[config.mk]
export PLATFORM = sky130hd
export DESIGN_NAME = em_write_ctrl
export DESIGN_NICKNAME = d
export VERILOG_FILES = /design/src/rtl/em_write_ctrl_pkg.sv /design/src/rtl/em_write_ctrl_lfsr.sv /design/src/rtl/em_write_ctrl.sv
export SDC_FILE = /design/constraint.sdc
export NUM_CORES = 1
export LEC_CHECK = 0
export ABC_AREA = 1
export CAP_MARGIN = 0
export CORE_MARGIN = 2
export CORE_UTILIZATION = 52
export DETAILED_ROUTE_END_ITERATION = 12
export GPL_TIMING_DRIVEN = 0
export HOLD_SLACK_MARGIN = 0.06
export PLACE_DENSITY = 0.76
export SETUP_SLACK_MARGIN = 0.15
export SKIP_CTS_REPAIR_TIMING = 1
export SLEW_MARGIN = 10
export SYNTH_ARGS = -nofsm -noshare
export SYNTH_HDL_FRONTEND = slang
export SYNTH_SLANG_ARGS = --single-unit
[constraint.sdc]
create_clock -name CLK -period 1.35 [get_ports CLK]
set_input_delay 0.405 -clock CLK [delete_from_list [all_inputs] [get_ports CLK]]
set_output_delay 0.405 -clock CLK [all_outputs]
set_load 0.05 [all_outputs]
[src/rtl/em_write_ctrl_pkg.sv]
// Shared definitions for the stochastic-decoder resampling blocks: LFSR geometry,
// the default seed and the edge-memory controller state encoding.
package em_write_ctrl_pkg;

   localparam int          LFSR_W       = 16;
   // Fibonacci taps 16,14,13,11 seen from a right-shifting register: bits 0,2,3,5
   localparam logic [15:0] LFSR_TAPS    = 16'h002D;
   localparam logic [15:0] DEFAULT_SEED = 16'hACE1;

   typedef enum logic {
      FILL = 1'b0,
      RUN  = 1'b1
   } em_state_t;

   function automatic logic [LFSR_W-1:0] lfsr_step(input logic [LFSR_W-1:0] q);
      return {^(q & LFSR_TAPS), q[LFSR_W-1:1]};
   endfunction

endpackage

[src/rtl/em_write_ctrl_lfsr.sv]
// 16-bit Fibonacci LFSR shared by the resampling blocks; advances once per enabled cycle.
module sc_lfsr16
   import em_write_ctrl_pkg::*;
(
   input  logic              CLK,
   input  logic              RESET,
   input  logic              EN,
   input  logic [LFSR_W-1:0] SEED,
   output logic [LFSR_W-1:0] Q
);

   logic [LFSR_W-1:0] seed_safe;

   // An all-zero state would lock the register forever
   assign seed_safe = (SEED == '0) ? 16'h0001 : SEED;

   always_ff @(posedge CLK) begin
      if (RESET) begin
         Q <= seed_safe;
      end else if (EN) begin
         Q <= lfsr_step(Q);
      end
   end

endmodule

[src/rtl/em_write_ctrl.sv]
// Producer-side controller for one edge memory: shifts regenerative bits into the EM
// and, on hold cycles, replays a pseudo-randomly addressed EM bit.
module em_write_ctrl
   import em_write_ctrl_pkg::*;
#(
   parameter int          N    = 8,
   parameter int          NS   = 3,
   parameter int          NI   = 3,
   parameter logic [15:0] SEED = DEFAULT_SEED
) (
   input  logic          CLK,
   input  logic          RESET,
   input  logic          EN,
   input  logic [NI-1:0] IN,
   input  logic          EM_Q,
   output logic          EM_WE,
   output logic          EM_D,
   output logic [NS-1:0] EM_SEL,
   output logic          OUT,
   output logic          HOLD,
   output logic          FULL
);

   localparam logic [NS:0] FILL_MAX = (NS+1)'(N);

   logic [LFSR_W-1:0] lfsr_q;
   logic [NS-1:0]     sel_next;
   logic [NS:0]       fill_cnt;
   logic [NS:0]       fill_inc;
   logic              regen;
   em_state_t         state;

   sc_lfsr16 u_lfsr (
      .CLK   (CLK),
      .RESET (RESET),
      .EN    (EN),
      .SEED  (SEED),
      .Q     (lfsr_q)
   );

   // EM_SEL tracks the value the LFSR takes on this same edge
   assign sel_next = NS'(lfsr_step(lfsr_q));
   assign regen    = (&IN) | (~|IN);
   assign fill_inc = (fill_cnt == FILL_MAX) ? fill_cnt : fill_cnt + 1'b1;

   always_ff @(posedge CLK) begin
      if (RESET) begin
         state    <= FILL;
         fill_cnt <= '0;
         EM_WE    <= 1'b0;
         EM_D     <= 1'b0;
         EM_SEL   <= '0;
         OUT      <= 1'b0;
         HOLD     <= 1'b0;
         FULL     <= 1'b0;
      end else if (EN) begin
         EM_SEL <= sel_next;
         if (regen) begin
            OUT      <= IN[0];
            EM_D     <= IN[0];
            EM_WE    <= 1'b1;
            HOLD     <= 1'b0;
            fill_cnt <= fill_inc;
            if (fill_inc == FILL_MAX) begin
               FULL  <= 1'b1;
               state <= RUN;
            end
         end else begin
            // Until the EM is full its contents may be stale, so fall back to the channel bit
            OUT   <= (state == RUN) ? EM_Q : IN[0];
            EM_WE <= 1'b0;
            HOLD  <= 1'b1;
         end
      end else begin
         EM_WE <= 1'b0;
      end
   end

endmodule

==> run summary, run 1 <==
Critical path class = flop to output pin
Largest vdd supply drop = 0.00104 V
Max clock buf depth = 2
Antenna Cells = 0
Arr. time, crit path = 0.93 ns
Finished Core Util = 0.749
DRC errors left = 0
Final wirelength = 2450 um
Finished Layout Cells = 195
Antenna violations before repair = 0
Starting Density = 0.557
Worst min-delay path category = input port to flop
Syn_nets = 151
Worst path cell trace = buf_4 -> buf_6
Critical Path Sink Type = output pin
Routed len/inst = 12.5 um
Gate power share = 0.160
Placeable Area = 1960 um2
Num CTS Buffers = 3
Die Width = 49.8 um
Cell taking the most area after synthesis = dfxtp_1
Fill cells = 135
Max-cap violations = 0
Fin crit period = 1.33 ns
Critical path destination = EM_SEL[2]
CP max-delay cell = dfxtp_2
Final instance area = 1470 um2
# rows = 16
Placed Instance Area = 1270 um2
WHS = 0.449 ns
Reg2reg start = fill_cnt[0]
Fin nets = 178
Sequential element share of the synthesized area = 0.477
Synth top area share = 0.477
Worst-path fanout max = 2
Vias per inst = 5.14
Cell depth of the worst flop-to-flop path = 8
Startpoint types = flop
Number of setup violations in the final report = 0
Synth Register Bits = 26
Max Freq = 751 MHz
Leakage power = 0.706 nW
Final worst-path cycle share = 0.986
Top Family by Delay on Critical Path = flip-flops
GRT overflow = 0
Worst path max stage delay = 0.34 ns
Critical Path RT = 0.95 ns
Routability cong. = 0.768
Worst reg2reg path endpoint = state
R2r setup slk = 0.14 ns
Number of synthesized flops with an enable pin = 0
CTS tree = built
Actual slew at the worst max-slew pin = 0.334 ns
Post-synthesis async set-or-reset flop share = 0
Die Span Y = 49.8 um
H-tree lvl count = 1
Status = finished clean
Slew headroom = 0.777
Buf/Inv on CP = 2
Max-slew violations = 0
Drt first pass iters = 6
Switching pwr = 397 uW
Crit path from = u_lfsr.Q[2]
Crit. path cell count = 2
Die area = 2480 um2
Overall Global Routing Usage = 0.179
Sum of negative setup slack = 0 ns
Mapped Area = 1090 um2
I/O Buffers = 14
DP HPWL = 1460 um
Yosys Warn Count = 0
Routed Antenna Nets = 0
Boundary Pins = 15
Ys flop type = dfxtp_1
Mapped Avg Cell Area = 7.69 um2
Placed cells = 183
Via count = 1002
Vias in the first global route = 838
Area growth, synth to finish = 34.5%
Later-pin clock latency in the skew report = 0.32 ns
Sw frac = 0.244
Clock Sink Count = 26
Skew final = 0.00882 ns
Setup repair after global routing missed its margin = yes
Clk slew on worst S/H paths = 0.14 ns
Final hold vios = 0
Gate Count Post-Synth = 142
Pwr dens = 1110 nW/um2
First-pass GRT wire length = 3450 um
Layout cells sized above 1 = 0.280
Area contributors post-synth = dfxtp_1, nand2_1, nand3_1, nor2_1, o21ai_1
Largest net degree at the start of global routing = 16
Pint = 1.23 mW
CTS root buf = clkbuf_4
DRC violation total after the first TritonRoute iteration = 33
Power share of the clock group = 0.321
Synth unique cells = 20
Flop pwr share = 0.518
[cell usage after synthesis, types with 2 or more instances]
cell type / instances
ha_1: 2
a21oi_1: 5
nor2_1: 21
buf_4: 3
o21ai_1: 11
nand4_1: 2
inv_2: 3
xnor2_1: 2
nand2_1: 33
nand3_1: 17
buf_6: 3
dfxtp_1: 26
inv_1: 7
[stage by stage]
step                total power [mW]  worst slack, ns
floorplan                       1.01            0.242
global placement                1.07           -0.323
detailed placement              1.08           -0.331
CTS                             1.60           -0.700
global route                    1.69          -0.0143
finish                          1.63           0.0192
[worst min-delay path by stage]
stage / start / endpoint / depth (start not counted)
after detailed placement: u_lfsr.Q[6] / u_lfsr.Q[6] / 2
after floorplan: u_lfsr.Q[11] / u_lfsr.Q[11] / 2
final: RESET / OUT / 2
after global placement: u_lfsr.Q[6] / u_lfsr.Q[6] / 2
after CTS: EM_SEL[0] / EM_SEL[0] / 2
after global routing: RESET / EM_D / 2
[final cells by class]
cell class	instances	area, um2	area share
buffer	7	68.8	0.0468
clock buffer	3	22.5	0.0153
clock inverter	1	30.0	0.0204
inverter	10	37.5	0.0256
multi-input combinational	100	499	0.340
sequential	26	538	0.366
tap	27	33.8	0.0230
timing repair buffer	21	239	0.163
[cells in the final DEF (no fill, tap or decap), drive strengths merged, types with 2 or more instances in the layout]
cell,Yosys,final
nand4,2,2
buf,7,22
inv,10,10
dlymetal6s2s,0,5
xnor2,2,2
ha,2,2
nand3,17,17
o21ai,12,12
nand2,35,36
nor2,22,22
clkbuf,0,3
dfxtp,26,26
a21oi,5,5
[cell families (layout without fill, tap and decap cells)]
kind of cell | after synthesis | after routing | synth area share
buffers and inverters | 17 | 42 | 0.0905
adders and majority gates | 2 | 2 | 0.0229
AOI/OAI and AO/OA | 18 | 18 | 0.0870
xor gates and xnor gates | 2 | 2 | 0.0160
and+or+nand+nor | 77 | 78 | 0.307
DFF | 26 | 26 | 0.477
[registers in the layout, summed over array words and instances (netlist names)]
register / cells
EM_D: 1
EM_SEL: 2
EM_WE: 1
HOLD: 1
OUT: 1
fill_cnt: 4
state: 1
u_lfsr.Q: 15
[power by group through the flow]
stage	clock network [mW]	logic, mW	registers, mW
after floorplan	0	0.131	0.878
after global placement	0	0.216	0.856
after detailed placement	0	0.221	0.858
after CTS	0.533	0.223	0.841
after global routing	0.554	0.283	0.849
final	0.522	0.261	0.843
[worst register-to-register path, cell delays in order, from the launching register on]
cell     delay, ns
dfxtp_4       0.38
inv_2         0.06
ha_2          0.17
nand2_1       0.08
o21ai_1       0.15
nand2_1       0.08
nor2_1        0.12
nand2_1       0.07
nand2_1       0.05
[per-layer routing]
layer / GRT usage / vias up / share of wire
met5: 0 / - / 0
met4: 0.0787 / 0 / 0.0074
met3: 0.0424 / 2 / 0.040
met2: 0.289 / 23 / 0.50
met1: 0.228 / 466 / 0.45
li1: - / 511 / -
Power figures use the tool's default switching activity.
==> run 2, diff against run 1 <==
--- a/config.mk
+++ b/config.mk
@@ -9,9 +9,10 @@
 export CAP_MARGIN = 0
 export CORE_MARGIN = 2
-export CORE_UTILIZATION = 52
+export CORE_UTILIZATION = 59
 export DETAILED_ROUTE_END_ITERATION = 12
+export DONT_BUFFER_PORTS = 1
 export GPL_TIMING_DRIVEN = 0
 export HOLD_SLACK_MARGIN = 0.06
-export PLACE_DENSITY = 0.76
+export PLACE_DENSITY = 0.75
 export SETUP_SLACK_MARGIN = 0.15
 export SKIP_CTS_REPAIR_TIMING = 1
==> constraint.sdc (replaced) <==
create_clock -name CLK -period 1.35 [get_ports CLK]
set_input_delay 0.405 -clock CLK [delete_from_list [all_inputs] [get_ports CLK]]
set_output_delay 0.405 -clock CLK [all_outputs]
set_load 0.1 [all_outputs]
==> run 2 against run 1 <==
  * Non-clock buffer count decreased by 19
  * Largest power group unchanged
  * Sequential share of layout area is 7.1 points higher
  * Final cell count shrank 11%
  * Largest cell class unchanged
  * Die area down 11%
  * Via count down 7.2%
  * Routed wire length down 13%
==> run summary, run 2 (synthesis gave the netlist of run 1 again) <==
Placed cells = 167 (-8.7%)
WHS = 0.126 ns (-0.323 ns)
Critical path class = flop to output pin
Clk slew on worst S/H paths = 0.14 ns (about the same)
Layout cells sized above 1 = 0.230 (-0.0500)
CTS root buf = clkbuf_4
Setup repair after global routing missed its margin = yes
Finished Layout Cells = 173 (-11%)
DRC errors left = 0 (unchanged)
First-pass GRT wire length = 3170 um (-8.2%)
Largest vdd supply drop = 0.000871 V (-16%)
Critical Path Sink Type = output pin
Boundary Pins = 15 (unchanged)
Final wirelength = 2140 um (-13%)
Placeable Area = 1730 um2 (-12%)
Num CTS Buffers = 3 (unchanged)
# rows = 15 (-1)
Max-cap violations = 0 (unchanged)
Routed len/inst = 12.3 um (-1.6%)
Die Span Y = 47.0 um (-5.6%)
Arr. time, crit path = 0.89 ns (-0.04 ns)
Antenna Cells = 0 (unchanged)
Area growth, synth to finish = 16.7%
Leakage power = 0.565 nW (-20%)
GRT overflow = 0 (unchanged)
Fill cells = 128 (-5.2%)
Sum of negative setup slack = 0 ns (unchanged)
Largest Register = u_lfsr.Q
Die area = 2210 um2 (-11%)
Max-slew violations = 0 (unchanged)
Skew final = 0.00308 ns (-0.00574 ns)
Routability cong. = 0.776 (+1.1%)
Max reg flops = 15 (unchanged)
Final hold vios = 0 (unchanged)
Overall Global Routing Usage = 0.199 (+0.0194)
Routed Antenna Nets = 0 (unchanged)
Total power = 1.60 mW (-1.3%)
Final instance area = 1270 um2 (-13%)
Via count = 930 (-7.2%)
Top flop regs = u_lfsr.Q: 15 flops, fill_cnt: 4 flops, EM_SEL: 2 flops
Later-pin clock latency in the skew report = 0.32 ns (about the same)
DP HPWL = 1360 um (-6.9%)
Starting Density = 0.633 (+0.0758)
Pwr dens = 1260 nW/um2 (+14%)
Max Freq = 775 MHz (+3.1%)
Vias per inst = 5.38 (+4.6%)
Worst-path fanout max = 4 (+2)
Fin nets = 158 (-11%)
Clock Sink Count = 26 (unchanged)
Worst slack at placement = 0.114 ns (+0.445 ns)
Max clock buf depth = 2 (unchanged)
Critical Path RT = 0.95 ns (about the same)
Drt first pass iters = 4 (-2)
Status = finished clean
I/O Buffers = 0 (-14)
Placed Instance Area = 1130 um2 (-11%)
Finished Core Util = 0.738 (-0.0103)
Largest net degree at the start of global routing = 16 (unchanged)
Most frequent cells in the layout = nand2_1, nor2_1, nand3_1, dfxtp_1
Antenna violations before repair = 0 (unchanged)
Number of setup violations in the final report = 0 (unchanged)
Die Width = 47.0 um (-5.6%)
Slew headroom = 0.795 (+0.0184)
Final worst-path cycle share = 0.956 (-0.0294)
DRC violation total after the first TritonRoute iteration = 28 (-15%)
Actual slew at the worst max-slew pin = 0.307 ns (-0.0271 ns)
Most common cell after layout, fill and taps aside = nand2_1
Vias in the first global route = 805 (-3.9%)
Worst min-delay path category = input port to flop
Startpoint types = flop
H-tree lvl count = 1 (unchanged)
Final worst slack = 0.0589 ns (+0.0397 ns)
Fin crit period = 1.29 ns (-0.0397 ns)
CTS tree = built
run 2: cell types whose count changed in the layout (fill, tap and decap cells not counted), sizes merged:
cell / previous run / this run
nand2: 36 / 35
clkdlybuf4s50: 1 / 0
buf: 22 / 9
dlymetal6s2s: 5 / 0
run 2: layer usage:
metal | global-route usage | up-vias | part of all wire
met3 | 0.0346 | 10 | 0.048
met5 | 0 | - | 0
met1 | 0.242 | 417 | 0.42
li1 | - | 471 | -
met4 | 0.0778 | 0 | 0.018
met2 | 0.348 | 32 | 0.51
run 2: final timing paths:
kind	cells after the start	slack, ns	endpoint	startpoint
max	0	0.06	FULL	state
min	1	0.13	EM_SEL[0]	RESET
max reg2reg	6	0.18	state	fill_cnt[0]
min reg2reg	2	0.48	u_lfsr.Q[10]	u_lfsr.Q[10]
run 2: area by class of cell:
| type | instances | area, um2 | share of cell area |
|---|---|---|---|
| plain buffers | 7 | 86.3 | 0.0677 |
| clock buffers | 3 | 22.5 | 0.0177 |
| clock inverters | 1 | 30.0 | 0.0236 |
| inverters | 10 | 40.0 | 0.0314 |
| multi-input cells | 99 | 492 | 0.386 |
| flip-flops and latches | 26 | 558 | 0.438 |
| well taps | 25 | 31.3 | 0.0245 |
| repair buffers | 2 | 15.0 | 0.0118 |
run 2: report_power, final:
part,switching [mW],internal (mW)
combinational,0.112,0.0782
clock,0.227,0.300
sequential,0.0842,0.804
total,0.423,1.18
==> run 3, diff against run 2 <==
Settings changed: CELL_PAD_IN_SITES_DETAIL_PLACEMENT set to 1, CELL_PAD_IN_SITES_GLOBAL_PLACEMENT set to 1, CORE_UTILIZATION 59 to 44, PLACE_DENSITY 0.75 to unset, PLACE_DENSITY_LB_ADDON set to 0.1.
==> run 3 against run 2 <==
  * Utilization fell by 21 points
  * Power fell by 12%
  * Via count rose by 1.4%
  * Hold slack got worse by 0.0015 ns
  * Global-route usage fell by 1.4 points
  * Non-clock buffer count rose by 2
  * First-iteration DRC count fell by 68%
  * Worst setup slack got worse by 0.014 ns
  * Sequential power barely moved
  * Fmax fell by 1.1%
  * Clock power fell by 37%
  * Routed wire length rose by 16%
  * Largest power group unchanged
==> run summary, run 3 (synthesis gave the netlist of run 1 again) <==
Critical Path Sink Type = output pin
Leakage power = 0.558 nW (-1.2%)
Num CTS Buffers = 3 (unchanged)
Routability cong. = 0.680 (-12%)
Antenna Cells = 0 (unchanged)
I/O Buffers = 0 (unchanged)
DP HPWL = 1680 um (+24%)
Die Span Y = 53.8 um (+14%)
# rows = 18 (+3)
CP max-delay cell = dfxtp_4
Boundary Pins = 15 (unchanged)
Die Width = 53.8 um (+14%)
GRT overflow = 0 (unchanged)
Max reg flops = 15 (unchanged)
Pint = 989 uW (-16%)
Via count = 943 (+1.4%)
Slew headroom = 0.794 (-0.00126)
Power share of the clock group = 0.234 (-0.094)
DRC errors left = 0 (unchanged)
Placeable Area = 2410 um2 (+40%)
Largest Register = u_lfsr.Q
Worst path max stage delay = 0.41 ns
Buf/Inv on CP = 1
Sw frac = 0.302 (+0.0388)
Status = finished clean
Most frequent cells in the layout = nand2_1, nor2_1, nand3_1, dfxtp_1
Fin crit period = 1.31 ns (+0.0144 ns)
Antenna violations before repair = 0 (unchanged)
Drt first pass iters = 4 (unchanged)
Clk slew on worst S/H paths = 0.13 ns (about the same)
Vias per inst = 5.27 (-2.0%)
Max Freq = 766 MHz (-1.1%)
Skew final = 0.00445 ns (+0.00137 ns)
Max-cap violations = 0 (unchanged)
DRC violation total after the first TritonRoute iteration = 9 (-68%)
Number of setup violations in the final report = 0 (unchanged)
Switching pwr = 429 uW (+1.4%)
Largest vdd supply drop = 0.000781 V (-10%)
Overall Global Routing Usage = 0.185 (-0.0139)
Final worst-path cycle share = 0.967 (+0.0107)
Arr. time, crit path = 0.90 ns (about the same)
WHS = 0.124 ns (-0.00146 ns)
CTS tree = built
Starting Density = 0.453 (-0.179)
Fin nets = 160 (+1.3%)
Top Family by Delay on Critical Path = flip-flops
Startpoint types = flop
Area growth, synth to finish = 16.6% (about the same)
Final hold vios = 0 (unchanged)
Top flop regs = u_lfsr.Q: 15 flops, fill_cnt: 4 flops, EM_SEL: 2 flops
Vias in the first global route = 918 (+14%)
Finished Core Util = 0.529 (-0.210)
Worst path cell trace = buf_12
Setup repair after global routing missed its margin = yes
Pwr dens = 1110 nW/um2 (-12%)
Worst-path fanout max = 4 (unchanged)
Final wirelength = 2480 um (+16%)
Later-pin clock latency in the skew report = 0.32 ns (about the same)
Clock Sink Count = 26 (unchanged)
Gate power share = 0.139 (+0.020)
Largest net degree at the start of global routing = 14 (-2)
Max clock buf depth = 2 (unchanged)
Actual slew at the worst max-slew pin = 0.309 ns (+0.00189 ns)
CTS root buf = clkbuf_4
First-pass GRT wire length = 3880 um (+23%)
H-tree lvl count = 1 (unchanged)
Layout cells sized above 1 = 0.248 (+0.0186)
Routed Antenna Nets = 0 (unchanged)
Most common cell after layout, fill and taps aside = nand2_1
Worst min-delay path category = input port to flop
Max-slew violations = 0 (unchanged)
Critical path class = flop to output pin
Flop pwr share = 0.626 (+0.073)
Die area = 2900 um2 (+31%)
Critical Path RT = 0.95 ns (about the same)
Routed len/inst = 13.8 um (+12%)
-- run 3: cell types whose count changed in the layout (fill, tap and decap cells not counted), sizes merged --
cell,change
bufinv,-1
buf,+2
-- run 3: final timing paths --
path,startpoint,slack (ns),depth (start not counted),to
worst max-delay path,u_lfsr.Q[2],0.04,1,EM_SEL[2]
worst min register to register,u_lfsr.Q[6],0.48,2,u_lfsr.Q[6]
worst max register to register,fill_cnt[0],0.18,8,state
worst min-delay path,RESET,0.12,1,OUT
-- run 3: power groups by stage --
stage | clock (mW) | sequential [mW] | combinational (mW)
floorplan | 0 | 0.907 | 0.145
global route | 0.358 | 0.896 | 0.224
CTS | 0.332 | 0.898 | 0.174
detailed placement | 0 | 0.915 | 0.173
finish | 0.332 | 0.888 | 0.198
global placement | 0 | 0.913 | 0.165
-- run 3: per-layer routing --
layer  global-route usage  vias up  part of all wire  routed length, um
met5                    0        -                 0                  0
met1                0.210      451              0.44               1090
li1                     -      474                 -                  -
met2                0.331       13              0.52               1280
met4               0.0940        0             0.017                 42
met3               0.0278        5             0.025                 62
-- run 3: per-stage QoR --
stage | worst slack, ns | power [mW] | instance area [um2] | TNS [ns] | std cells
global placement | 0.148 | 1.08 | 1140 | 0 | 172
CTS | -0.111 | 1.40 | 1160 | -0.547 | 175
finish | 0.0445 | 1.42 | 1270 | 0 | 179
floorplan | 0.240 | 1.05 | 1100 | 0 | 142
global route | 0.0174 | 1.48 | 1270 | 0 | 179
detailed placement | 0.0644 | 1.09 | 1140 | 0 | 172
-- run 3: cell type report --
class,count,area (um2)
flip-flops and latches,26,558
plain buffers,7,86.3
inverters,10,40.0
well taps,30,37.5
multi-input cells,99,499
fillers,311,1140
repair buffers,4,30.0
clock buffers,3,22.5
